===== src/rtl/pipe_skid_stage_pkg.sv =====
// Shared types and constants for the pipeline stage registers.
// The default payload width is taken from the stage payload struct.
package pipe_skid_stage_pkg;

  typedef struct packed {
    logic [15:0] pc_plus2;
    logic [15:0] instruction;
    logic [15:0] ctrl_word;
  } lc3b_stage_payload;

  localparam int unsigned PIPE_CNT_W = 16;
  localparam int unsigned PIPE_WIDTH = $bits(lc3b_stage_payload);

endpackage


===== src/rtl/pipe_skid_stage_if.sv =====
// Valid/ready handshake bundle for one pipeline stage (upstream and downstream sides).
// The stage connects through the slave modport; the producer/consumer side uses master.
interface pipe_skid_stage_if
  import pipe_skid_stage_pkg::*;
#(
  parameter int unsigned WIDTH = PIPE_WIDTH
);
  logic             in_valid;
  logic [WIDTH-1:0] in_data;
  logic             in_ready;
  logic             out_valid;
  logic [WIDTH-1:0] out_data;
  logic             out_ready;

  modport master (
    output in_valid, in_data, out_ready,
    input  in_ready, out_valid, out_data
  );

  modport slave (
    input  in_valid, in_data, out_ready,
    output in_ready, out_valid, out_data
  );
endinterface


===== src/rtl/pipe_skid_stage_entry_reg.sv =====
// One valid+data entry. Clear drops the valid bit and keeps the data;
// load captures new data. Clear has priority over load.
module pipe_entry_reg
  import pipe_skid_stage_pkg::*;
#(
  parameter int unsigned WIDTH = PIPE_WIDTH
) (
  input  logic             clk,
  input  logic             rst,
  input  logic             clr_i,
  input  logic             load_i,
  input  logic [WIDTH-1:0] d_i,
  output logic             v_o,
  output logic [WIDTH-1:0] q_o
);
  logic             v_q, v_d;
  logic [WIDTH-1:0] q_q, q_d;

  always_comb begin
    v_d = v_q;
    q_d = q_q;
    if (clr_i) begin
      v_d = 1'b0;
    end else if (load_i) begin
      v_d = 1'b1;
      q_d = d_i;
    end
  end

  always_ff @(posedge clk) begin
    if (rst) begin
      v_q <= 1'b0;
      q_q <= '0;
    end else begin
      v_q <= v_d;
      q_q <= q_d;
    end
  end

  assign v_o = v_q;
  assign q_o = q_q;
endmodule


===== src/rtl/pipe_skid_stage.sv =====
// Inter-stage register with valid/ready backpressure, a one-entry skid buffer,
// flush, and a saturating count of cycles spent stalled with valid output.
module pipe_skid_stage
  import pipe_skid_stage_pkg::*;
#(
  parameter int unsigned WIDTH = PIPE_WIDTH,
  parameter int unsigned CNT_W = PIPE_CNT_W
) (
  input  logic             clk,
  input  logic             rst,
  pipe_skid_stage_if.slave bus,
  input  logic             flush,
  input  logic             cnt_clr,
  output logic [CNT_W-1:0] stall_cnt
);
  logic             main_v, skid_v;
  logic [WIDTH-1:0] main_d, skid_d;
  logic             acc, drn, main_free;
  logic             main_clr, main_load, skid_clr, skid_load;
  logic [WIDTH-1:0] main_src;
  logic [CNT_W-1:0] cnt_q, cnt_d;

  // in_ready comes from the skid register alone, so out_ready never reaches it.
  assign bus.in_ready  = !skid_v;
  assign bus.out_valid = main_v;
  assign bus.out_data  = main_d;

  assign acc       = bus.in_valid & !skid_v;
  assign drn       = main_v & bus.out_ready;
  assign main_free = !main_v | drn;

  // Main refills from skid first to keep FIFO order; skid loads only when main is stuck.
  assign main_src  = skid_v ? skid_d : bus.in_data;
  assign main_load = !flush & main_free & (skid_v | acc);
  assign main_clr  = flush | (main_free & !skid_v & !acc);
  assign skid_load = !flush & !main_free & acc;
  assign skid_clr  = flush | (main_free & skid_v);

  pipe_entry_reg #(.WIDTH(WIDTH)) u_main (
    .clk    (clk),
    .rst    (rst),
    .clr_i  (main_clr),
    .load_i (main_load),
    .d_i    (main_src),
    .v_o    (main_v),
    .q_o    (main_d)
  );

  pipe_entry_reg #(.WIDTH(WIDTH)) u_skid (
    .clk    (clk),
    .rst    (rst),
    .clr_i  (skid_clr),
    .load_i (skid_load),
    .d_i    (bus.in_data),
    .v_o    (skid_v),
    .q_o    (skid_d)
  );

  always_comb begin
    cnt_d = cnt_q;
    if (cnt_clr) begin
      cnt_d = '0;
    end else if (main_v && !bus.out_ready && (cnt_q != '1)) begin
      cnt_d = cnt_q + 1'b1;
    end
  end

  always_ff @(posedge clk) begin
    if (rst) begin
      cnt_q <= '0;
    end else begin
      cnt_q <= cnt_d;
    end
  end

  assign stall_cnt = cnt_q;
endmodule


===== src/flat_wrapper.sv =====
// flat-port wrapper written by rule: the top's interface ports become plain ports
module pipe_skid_stage_flat import pipe_skid_stage_pkg::*;
#(
  parameter int unsigned WIDTH = PIPE_WIDTH,
  parameter int unsigned CNT_W = PIPE_CNT_W
)
  (clk, rst, flush, cnt_clr, stall_cnt, bus_in_valid, bus_in_data, bus_out_ready, bus_in_ready, bus_out_valid, bus_out_data);
  pipe_skid_stage_if #(.WIDTH(WIDTH)) bus_i ();
  input  logic clk;
  input  logic rst;
  input  logic flush;
  input  logic cnt_clr;
  output logic [CNT_W-1:0] stall_cnt;
  input wire logic [$bits(bus_i.in_valid)-1:0] bus_in_valid;
  input wire logic [$bits(bus_i.in_data)-1:0] bus_in_data;
  input wire logic [$bits(bus_i.out_ready)-1:0] bus_out_ready;
  output wire logic [$bits(bus_i.in_ready)-1:0] bus_in_ready;
  output wire logic [$bits(bus_i.out_valid)-1:0] bus_out_valid;
  output wire logic [$bits(bus_i.out_data)-1:0] bus_out_data;
  assign bus_i.in_valid = bus_in_valid;
  assign bus_i.in_data = bus_in_data;
  assign bus_i.out_ready = bus_out_ready;
  assign bus_in_ready = bus_i.in_ready;
  assign bus_out_valid = bus_i.out_valid;
  assign bus_out_data = bus_i.out_data;
  pipe_skid_stage #(.WIDTH(WIDTH), .CNT_W(CNT_W)) u_core (.clk(clk), .rst(rst), .bus(bus_i), .flush(flush), .cnt_clr(cnt_clr), .stall_cnt(stall_cnt));
endmodule

===== config.mk =====
export PLATFORM = sky130hd
export DESIGN_NAME = pipe_skid_stage_flat
export DESIGN_NICKNAME = d
export VERILOG_FILES = /design/src/rtl/pipe_skid_stage_pkg.sv /design/src/rtl/pipe_skid_stage_if.sv /design/src/rtl/pipe_skid_stage_entry_reg.sv /design/src/rtl/pipe_skid_stage.sv /design/src/flat_wrapper.sv
export SDC_FILE = /design/constraint.sdc
export NUM_CORES = 1
export LEC_CHECK = 0
export BUFFER_PORTS_ARGS = -buffer_cell sky130_fd_sc_hd__buf_2
export CAP_MARGIN = 40
export CORE_ASPECT_RATIO = 1.1
export CORE_MARGIN = 3
export CORE_UTILIZATION = 47
export DETAILED_ROUTE_END_ITERATION = 10
export PLACE_DENSITY_LB_ADDON = 0.15
export REMOVE_ABC_BUFFERS = 1
export SLEW_MARGIN = 40
export SYNTH_ARGS = -nofsm -noshare
export SYNTH_HDL_FRONTEND = slang
export SYNTH_SLANG_ARGS = --single-unit

===== constraint.sdc =====
create_clock -name clk -period 1.45 [get_ports clk]
set_input_delay 0.29 -clock clk [delete_from_list [all_inputs] [get_ports clk]]
set_output_delay 0.29 -clock clk [all_outputs]
set_load 0.01 [all_outputs]

==> results of run 1 <==
[synthesized netlist by cell type, drive strengths merged (4+ instances only)]
library cell / number / area [um^2]
dfxtp: 114 / 2280
nand2: 100 / 375
a21oi: 61 / 324
nor2: 53 / 199
a211oi: 49 / 368
mux2i: 48 / 480
buf: 25 / 146
clkbuf: 18 / 67.6
o31ai: 7 / 52.6
or4: 7 / 55.1
nand3: 6 / 30.0
nand4: 6 / 37.5
o21ai: 6 / 30.0
or3: 5 / 31.3
and3: 4 / 25.0
[logic make-up after synthesis]
kind of cell    after synthesis  synth area share
compound gates              126             0.171
xor+xnor                      1           0.00187
fa+ha+maj                     1           0.00267
buf+inv                      45            0.0473
flops                       114             0.488
mux                          48             0.103
simple gates                195             0.186
[stage by stage]
step                      cell area, um^2  setup WS (ns)  hold slack [ns]  power [uW]
final                                7730         -0.167           0.0253        8150
after global routing                 7730         -0.206         0.000282        8410
after CTS                            6520         -0.102          0.00552        7870
after detailed placement             5680         -0.261            0.447        3940
after global placement               5680         -0.236            0.441        3920
after floorplan                      4460          -3.86            0.359        3630
[worst min-delay path: cells and delay by family]
family	cells	cell delay [ns]
AO/OA/AOI/OAI	1	0.05
AND/OR/NAND/NOR	1	0.05
buffers and inverters	1	0.11
[repair_timing]
action,in CTS,in global routing
resized for setup,49,216
cloned,4,16
setup buffers,4,5
pin swaps,18,115
endpoints found under the setup margin,62,118
[routing by layer]
layer  vias up  GRT usage  part of all wire  wire, um
met1      2395      0.285              0.40      6520
met2       176      0.399              0.51      8410
met3        42     0.0726             0.061      1010
met5         -          0                 0         0
met4         0     0.0931             0.030       490
li1       2233          -                 -         -
[path summary, 6_finish.rpt]
path | to | cells after the start
worst max-delay path | u_core.stall_cnt[11]$_SDFFE_PP0P_ | 6
worst min-delay path | u_core.u_skid.q_o[20]$_SDFFE_PP0P_ | 3
worst max register to register | u_core.stall_cnt[11]$_SDFFE_PP0P_ | 6
worst min register to register | u_core.u_skid.q_o[20]$_SDFFE_PP0P_ | 2
[cell type report]
cell class	instances	area [um^2]	share of cell area
Inverter	2	10.0	0.00129
Multi-Input combinational cell	371	3060	0.396
Timing Repair Buffer	201	1660	0.215
Clock inverter	6	80.1	0.0104
Sequential cell	114	2300	0.297
Clock buffer	24	470	0.0608
Tap cell	117	146	0.0189
[power by group through the flow]
stage / clock network, uW / logic [uW] / registers [uW]
floorplan: 0 / 221 / 3400
finish: 3910 / 929 / 3310
global placement: 0 / 561 / 3360
global route: 4110 / 982 / 3320
detailed placement: 0 / 580 / 3360
CTS: 3920 / 648 / 3300
[sequential cells by signal (all words and copies together), names as in the netlist]
| signal | count |
|---|---|
| u_core.u_skid.q_o | 48 |
| u_core.u_main.v_o | 1 |
| u_core.stall_cnt | 16 |
| u_core.u_skid.v_o | 1 |
| u_core.u_main.q_o | 48 |
==> impl_results.html, run 1 <==
<table>
<tr><th>Metric</th><th>Value</th></tr>
<tr><th colspan="2">Status</th></tr>
<tr><td>Result of the run</td><td>finished with violations</td></tr>
<tr><td>Violations in the final reports</td><td>negative setup slack</td></tr>
<tr><th colspan="2">Die</th></tr>
<tr><td>Area of the die</td><td>11200 um^2</td></tr>
<tr><td>Ports</td><td>120</td></tr>
<tr><td>Width of the chip</td><td>101 um</td></tr>
<tr><td>Effective utilization at floorplan</td><td>0.491</td></tr>
<tr><td>CORE AREA</td><td>9540 um^2</td></tr>
<tr><td>Die outline height</td><td>111 um</td></tr>
<tr><td>Number of cell rows</td><td>37</td></tr>
<tr><th colspan="2">GRT</th></tr>
<tr><td>Remaining global-route overflow</td><td>0</td></tr>
<tr><td>Via count of the first global-routing pass</td><td>4483</td></tr>
<tr><td>Overall track demand over capacity in global routing</td><td>0.240</td></tr>
<tr><td>Initial antenna violation count</td><td>0</td></tr>
<tr><td>Maximum number of pins on one net before global-route repair</td><td>65</td></tr>
<tr><td>Global-route wire length before repair</td><td>21.4 mm</td></tr>
<tr><th colspan="2">STA</th></tr>
<tr><td>Final worst clock skew</td><td>0.00917 ns</td></tr>
<tr><td>Final min period</td><td>1.62 ns</td></tr>
<tr><td>Portion of the clock cycle consumed by the worst path in the final layout</td><td>1.12</td></tr>
<tr><td>Worst slew margin relative to its limit</td><td>0.717</td></tr>
<tr><td>Setup slack after layout</td><td>-0.167 ns</td></tr>
<tr><td>Setup TNS after final layout</td><td>-2.63 ns</td></tr>
<tr><td>Unrepaired setup endpoints after global routing</td><td>yes</td></tr>
<tr><td>Achievable frequency</td><td>618 MHz</td></tr>
<tr><td>Hold Fails Final Rpt</td><td>0</td></tr>
<tr><td>Actual transition at the worst max-transition pin</td><td>0.424 ns</td></tr>
<tr><td>Setup-violating endpoint count in the final report</td><td>63</td></tr>
<tr><td>Final Slew Violations</td><td>0</td></tr>
<tr><th colspan="2">Routing</th></tr>
<tr><td>Drt drc</td><td>0</td></tr>
<tr><td>Routed via count</td><td>4846</td></tr>
<tr><td>Count of antenna-violating nets left after detailed routing</td><td>0</td></tr>
<tr><td>Wirelength per Cell</td><td>19.7 um</td></tr>
<tr><td>WL final</td><td>16.4 mm</td></tr>
<tr><td>Vias per std cell</td><td>5.80</td></tr>
<tr><td>DR pass1 iterations</td><td>4</td></tr>
<tr><td>Initial DRC Count</td><td>243</td></tr>
<tr><th colspan="2">Power and ir drop</th></tr>
<tr><td>Portion of total power attributed to combinational logic</td><td>0.114</td></tr>
<tr><td>Internal power consumption</td><td>6190 uW</td></tr>
<tr><td>Pwr/cell area</td><td>1050 nW/um^2</td></tr>
<tr><td>Clk network pwr share</td><td>0.480</td></tr>
<tr><td>Leak pwr</td><td>0.00312 uW</td></tr>
<tr><td>Switching share of power</td><td>0.241</td></tr>
<tr><td>Net switching power of the design</td><td>1960 uW</td></tr>
<tr><td>Worst IR drop on VDD</td><td>1110 uV</td></tr>
<tr><td>Proportion of power drawn by flip-flops and latches</td><td>0.406</td></tr>
<tr><th colspan="2">Synthesis</th></tr>
<tr><td>Distinct cells, synth</td><td>39</td></tr>
<tr><td>Post-synth top flop</td><td>sky130_fd_sc_hd__dfxtp_1</td></tr>
<tr><td>Total standard cell area after synthesis</td><td>4680 um^2</td></tr>
<tr><td>Fraction of synthesis flops using an asynchronous set or reset pin</td><td>0</td></tr>
<tr><td>Number of enable flip-flop cells after synthesis</td><td>0</td></tr>
<tr><td>Post-Syn Instances</td><td>530</td></tr>
<tr><td>Proportion of synthesized chip area in sequential cells</td><td>0.488</td></tr>
<tr><td>Yosys warnings</td><td>0</td></tr>
<tr><td>Average cell area after synthesis</td><td>8.83 um^2</td></tr>
<tr><td>Register bit count reported by yosys</td><td>114</td></tr>
<tr><th colspan="2">Worst setup path</th></tr>
<tr><td>Worst Setup End Kind</td><td>flop</td></tr>
<tr><td>Most numerous cell on the critical path</td><td>sky130_fd_sc_hd__buf_6</td></tr>
<tr><td>Sequence of cells on the critical path</td><td>buf_6 -&gt; and4_4 -&gt; buf_6 -&gt; nand3_2 -&gt; or4_4 -&gt; a21oi_2</td></tr>
<tr><td>Reg2Reg Setup Slack</td><td>-0.17 ns</td></tr>
<tr><td>Slowest CP cell</td><td>sky130_fd_sc_hd__or4_4</td></tr>
<tr><td>WP buf/inv</td><td>2</td></tr>
<tr><td>Family of cells with the greatest summed delay on the critical path</td><td>simple AND/OR/NAND/NOR gates</td></tr>
<tr><td>Top fanout value on the critical path</td><td>5</td></tr>
<tr><td>Worst path max stage delay</td><td>0.44 ns</td></tr>
<tr><td>Startpoint Class</td><td>flop</td></tr>
<tr><td>Arrival time at the worst endpoint</td><td>2.05 ns</td></tr>
<tr><td>Start point of the critical path</td><td>u_core.stall_cnt[0]$_SDFFE_PP0P_</td></tr>
<tr><td>Worst EP required</td><td>1.89 ns</td></tr>
<tr><td>Worst setup path category</td><td>flop to flop</td></tr>
<tr><td>R2r startpoint</td><td>u_core.stall_cnt[0]$_SDFFE_PP0P_</td></tr>
<tr><th colspan="2">Job</th></tr>
<tr><td>Max-cap violation count</td><td>0</td></tr>
<tr><th colspan="2">Placement</th></tr>
<tr><td># placed instances</td><td>776</td></tr>
<tr><td>Number of buffers inserted by port buffering</td><td>119</td></tr>
<tr><td>Final weighted congestion in routability-driven placement</td><td>0.857</td></tr>
<tr><td>Half-perimeter wire length after detailed placement</td><td>8.27 mm</td></tr>
<tr><th colspan="2">Clock network</th></tr>
<tr><td>Cts-stage hold buffer count</td><td>0</td></tr>
<tr><td>Maximum level of the CTS H-tree</td><td>4</td></tr>
<tr><td>Clock root buffer</td><td>sky130_fd_sc_hd__clkbuf_8</td></tr>
<tr><td>Clock insertion delay at the later pin of the skew report</td><td>0.51 ns</td></tr>
<tr><td>Clock tree from TritonCTS</td><td>yes</td></tr>
<tr><td>Clock sink total</td><td>114</td></tr>
<tr><td>Clock tree buffer depth</td><td>2</td></tr>
<tr><td>Number of buffers added by the clock tree synthesis step</td><td>17</td></tr>
<tr><td>Clock transition time at the flip-flop clock pins of the worst setup and hold paths</td><td>0.05 ns</td></tr>
<tr><th colspan="2">Finish</th></tr>
<tr><td>Number of antenna repair diodes</td><td>0</td></tr>
<tr><td>Utilization after layout</td><td>0.811</td></tr>
<tr><td>FILL cells</td><td>541</td></tr>
<tr><td>Count of placed standard cells in the final layout, fillers left out</td><td>835</td></tr>
<tr><td>Proportion of layout cells with a drive suffix above 1</td><td>0.596</td></tr>
<tr><td>Most common library cell in the layout ignoring fill and taps</td><td>sky130_fd_sc_hd__buf_2</td></tr>
<tr><td>Layout area overhead</td><td>65.3%</td></tr>
<tr><td>Net count of the finished layout</td><td>762</td></tr>
<tr><td>Commonest cells after routing, fill and taps aside</td><td>sky130_fd_sc_hd__buf_2, sky130_fd_sc_hd__dfxtp_1, sky130_fd_sc_hd__nand2_1</td></tr>
<tr><th colspan="2">Worst hold path</th></tr>
<tr><td>Beginning of the worst hold path</td><td>bus_in_data[20]</td></tr>
<tr><td>Worst min path class</td><td>primary input to flop</td></tr>
</table>
No activity file was read; power rests on OpenSTA's default activity.
==> inputs of run 2 (changes only) <==
==> constraint.sdc (replaced) <==
create_clock -name clk -period 1.45 [get_ports clk]
set_input_delay 0.2175 -clock clk [delete_from_list [all_inputs] [get_ports clk]]
set_output_delay 0.2175 -clock clk [all_outputs]
set_load 0.01 [all_outputs]
==> impl_results.html, run 2 (synthesized netlist as in run 1, its figures left out) <==
<table>
<tr><th>Metric</th><th>Value</th></tr>
<tr><th colspan="2">Clock network</th></tr>
<tr><td>Clock tree from TritonCTS</td><td>yes</td></tr>
<tr><td>Clock insertion delay at the later pin of the skew report</td><td>0.52 ns (about the same)</td></tr>
<tr><td>Clock tree buffer depth</td><td>2 (unchanged)</td></tr>
<tr><td>Clock root buffer</td><td>sky130_fd_sc_hd__clkbuf_8</td></tr>
<tr><td>Maximum level of the CTS H-tree</td><td>4 (unchanged)</td></tr>
<tr><td>Clock transition time at the flip-flop clock pins of the worst setup and hold paths</td><td>0.06 ns (about the same)</td></tr>
<tr><td>Number of buffers added by the clock tree synthesis step</td><td>17 (unchanged)</td></tr>
<tr><td>Clock sink total</td><td>114 (unchanged)</td></tr>
<tr><th colspan="2">Worst setup path</th></tr>
<tr><td>Startpoint Class</td><td>flop</td></tr>
<tr><td>Worst setup path category</td><td>flop to flop</td></tr>
<tr><td>FF-to-FF path depth</td><td>6 (unchanged)</td></tr>
<tr><td>Worst Setup End Kind</td><td>flop</td></tr>
<tr><td>Reg2Reg Setup Slack</td><td>-0.16 ns (about the same)</td></tr>
<tr><td>Arrival time at the worst endpoint</td><td>2.05 ns (about the same)</td></tr>
<tr><td>Worst EP required</td><td>1.89 ns (about the same)</td></tr>
<tr><td>WP buf/inv</td><td>2 (unchanged)</td></tr>
<tr><td>Crit Reg-Reg Endpoint</td><td>u_core.stall_cnt[9]$_SDFFE_PP0P_</td></tr>
<tr><td>Start point of the critical path</td><td>u_core.stall_cnt[5]$_SDFFE_PP0P_</td></tr>
<tr><td>Slowest CP cell</td><td>sky130_fd_sc_hd__nor4_4</td></tr>
<tr><td>Worst path max stage delay</td><td>0.50 ns (+0.06 ns)</td></tr>
<tr><td>Top fanout value on the critical path</td><td>6 (+1)</td></tr>
<tr><td>Family of cells with the greatest summed delay on the critical path</td><td>simple AND/OR/NAND/NOR gates</td></tr>
<tr><td>Most numerous cell on the critical path</td><td>sky130_fd_sc_hd__buf_6</td></tr>
<tr><td>Path length in cells of the critical path</td><td>6 (unchanged)</td></tr>
<tr><td>R2r startpoint</td><td>u_core.stall_cnt[5]$_SDFFE_PP0P_</td></tr>
<tr><td>Sequence of cells on the critical path</td><td>nand4_1 -&gt; nor4_4 -&gt; buf_6 -&gt; buf_6 -&gt; o31ai_4 -&gt; a21oi_1</td></tr>
<tr><th colspan="2">Finish</th></tr>
<tr><td>Commonest cells after routing, fill and taps aside</td><td>sky130_fd_sc_hd__buf_2, sky130_fd_sc_hd__dfxtp_1, sky130_fd_sc_hd__nand2_1</td></tr>
<tr><td>Number of antenna repair diodes</td><td>0 (unchanged)</td></tr>
<tr><td>Register cell area after layout</td><td>2300 um^2 (+0.16%)</td></tr>
<tr><td>Most common library cell in the layout ignoring fill and taps</td><td>sky130_fd_sc_hd__buf_2</td></tr>
<tr><td>Area taken by multi-input logic gates</td><td>2660 um^2 (-13%)</td></tr>
<tr><td>Proportion of layout cells with a drive suffix above 1</td><td>0.457 (-0.139)</td></tr>
<tr><td>Net count of the finished layout</td><td>810 (+6.3%)</td></tr>
<tr><td>Layout area overhead</td><td>65.6%</td></tr>
<tr><td>Utilization after layout</td><td>0.812 (+0.00118)</td></tr>
<tr><td>FILL cells</td><td>577 (+6.7%)</td></tr>
<tr><th colspan="2">GRT</th></tr>
<tr><td>Remaining global-route overflow</td><td>0 (unchanged)</td></tr>
<tr><td>Maximum number of pins on one net before global-route repair</td><td>68 (+4.6%)</td></tr>
<tr><td>Overall track demand over capacity in global routing</td><td>0.256 (+0.0163)</td></tr>
<tr><td>Global-route wire length before repair</td><td>23.0 mm (+7.4%)</td></tr>
<tr><td>Initial antenna violation count</td><td>0 (unchanged)</td></tr>
<tr><td>Via count of the first global-routing pass</td><td>4830 (+7.7%)</td></tr>
<tr><th colspan="2">Worst hold path</th></tr>
<tr><td>Worst min path class</td><td>primary input to flop</td></tr>
<tr><td>Beginning of the worst hold path</td><td>cnt_clr</td></tr>
<tr><td>Hold endpoint</td><td>u_core.stall_cnt[2]$_SDFFE_PP0P_</td></tr>
<tr><td>Number of cells on the worst hold path</td><td>4 (+1)</td></tr>
<tr><th colspan="2">Die</th></tr>
<tr><td>Number of cell rows</td><td>37 (unchanged)</td></tr>
<tr><td>CORE AREA</td><td>9540 um^2 (unchanged)</td></tr>
<tr><td>Die outline height</td><td>111 um (unchanged)</td></tr>
<tr><td>Ports</td><td>120 (unchanged)</td></tr>
<tr><td>Effective utilization at floorplan</td><td>0.491 (unchanged)</td></tr>
<tr><td>Width of the chip</td><td>101 um (unchanged)</td></tr>
<tr><td>Area of the die</td><td>11200 um^2 (unchanged)</td></tr>
<tr><th colspan="2">Power and ir drop</th></tr>
<tr><td>Leak pwr</td><td>0.00301 uW (-3.4%)</td></tr>
<tr><td>Pwr/cell area</td><td>1040 nW/um^2 (-1.4%)</td></tr>
<tr><td>Worst IR drop on VDD</td><td>827 uV (-26%)</td></tr>
<tr><th colspan="2">Status</th></tr>
<tr><td>Violations in the final reports</td><td>negative setup slack</td></tr>
<tr><td>Result of the run</td><td>finished with violations</td></tr>
<tr><th colspan="2">STA</th></tr>
<tr><td>Final-layout worst hold slack</td><td>0.0776 ns (+0.0523 ns)</td></tr>
<tr><td>Achievable frequency</td><td>621 MHz (+0.42%)</td></tr>
<tr><td>Final worst clock skew</td><td>0.0107 ns (+0.00155 ns)</td></tr>
<tr><td>Final min period</td><td>1.61 ns (-0.00680 ns)</td></tr>
<tr><td>Portion of the clock cycle consumed by the worst path in the final layout</td><td>1.11 (-0.00469)</td></tr>
<tr><td>Unrepaired setup endpoints after global routing</td><td>yes</td></tr>
<tr><td>Setup slack after layout</td><td>-0.160 ns (+0.00680 ns)</td></tr>
<tr><td>Worst slew margin relative to its limit</td><td>0.692 (-0.0252)</td></tr>
<tr><td>Final Slew Violations</td><td>0 (unchanged)</td></tr>
<tr><td>Setup-violating endpoint count in the final report</td><td>42 (-33%)</td></tr>
<tr><td>Hold Fails Final Rpt</td><td>0 (unchanged)</td></tr>
<tr><td>Actual transition at the worst max-transition pin</td><td>0.462 ns (+0.0378 ns)</td></tr>
<tr><th colspan="2">Placement</th></tr>
<tr><td>Number of buffers inserted by port buffering</td><td>119 (unchanged)</td></tr>
<tr><td>Half-perimeter wire length after detailed placement</td><td>8.09 mm (-2.2%)</td></tr>
<tr><td>Final weighted congestion in routability-driven placement</td><td>0.837 (-2.3%)</td></tr>
<tr><th colspan="2">Routing</th></tr>
<tr><td>Vias per std cell</td><td>5.60 (-3.5%)</td></tr>
<tr><td>WL final</td><td>15.7 mm (-4.7%)</td></tr>
<tr><td>Routed via count</td><td>4956 (+2.3%)</td></tr>
<tr><td>Drt drc</td><td>0 (unchanged)</td></tr>
<tr><td>DR pass1 iterations</td><td>4 (unchanged)</td></tr>
<tr><td>Count of antenna-violating nets left after detailed routing</td><td>0 (unchanged)</td></tr>
<tr><td>Initial DRC Count</td><td>234 (-3.7%)</td></tr>
<tr><td>Wirelength per Cell</td><td>17.7 um (-10%)</td></tr>
<tr><th colspan="2">Job</th></tr>
<tr><td>Max-cap violation count</td><td>0 (unchanged)</td></tr>
</table>
[run 2: cell types whose count changed in the layout (fill, tap and decap cells not counted), sizes merged]
cell / previous run / this run
buf: 189 / 191
bufbuf: 0 / 2
clkinvlp: 0 / 1
clkbuf: 36 / 27
clkinv: 4 / 9
dlygate4sd3: 0 / 49
[run 2: per-layer routing]
layer	vias up	routed length, um	GRT usage
met4	0	278	0.0984
met5	-	0	0
li1	2323	-	-
met1	2425	6290	0.303
met2	182	8270	0.437
met3	26	817	0.0644
[run 2: area by class of cell]
class | instances | area share
flip-flops and latches | 114 | 0.297
inverters | 2 | 0.000969
well taps | 117 | 0.0189
clock inverters | 12 | 0.0150
clock buffers | 20 | 0.0549
multi-input cells | 371 | 0.343
repair buffers | 249 | 0.270
[run 2: what timing repair did]
item | CTS | global route
hold buffers | 49 | 0
hold endpoints to repair | 50 | 0
endpoints found under the setup margin | 65 | 85
pin swaps | 27 | 33
gates resized for setup | 48 | 111
cloned | 5 | 7
buffers inserted | 12 | 6
[run 2: where the power goes]
group          switching, uW  internal [uW]  leakage [uW]  total, uW
combinational            453            442       0.00181        895
clock                   1440           2410      0.000272       3850
sequential              65.7           3240      0.000935       3300
total                   1960           6090       0.00301       8050
[run 2: how the worst max path moves through the flow]
stage                                        endpoint  slack [ns]
floorplan           u_core.u_main.q_o[0]$_SDFFE_PP0P_       -3.86
global placement    u_core.stall_cnt[12]$_SDFFE_PP0P_       -0.24
detailed placement  u_core.stall_cnt[12]$_SDFFE_PP0P_       -0.31
CTS                 u_core.stall_cnt[12]$_SDFFE_PP0P_       -0.08
global route         u_core.stall_cnt[9]$_SDFFE_PP0P_       -0.21
finish               u_core.stall_cnt[9]$_SDFFE_PP0P_       -0.16
[run 2: worst register-to-register path, cell delays in order (launching register included)]
cell                      delay, ns
sky130_fd_sc_hd__dfxtp_1       0.34
sky130_fd_sc_hd__nand4_1       0.19
sky130_fd_sc_hd__nor4_4        0.50
sky130_fd_sc_hd__buf_6         0.18
sky130_fd_sc_hd__buf_6         0.11
sky130_fd_sc_hd__o31ai_4       0.05
sky130_fd_sc_hd__a21oi_1       0.15
[run 2: stage by stage]
step	worst slack [ns]	area [um^2]	TNS (ns)	std cells	power [uW]
CTS	-0.0820	7110	-0.639	874	7910
finish	-0.160	7740	-1.84	885	8050
global placement	-0.242	5690	-1.59	776	3930
floorplan	-3.86	4460	-274.84	487	3630
detailed placement	-0.313	5690	-4.77	776	3950
global route	-0.208	7740	-6.31	885	8320
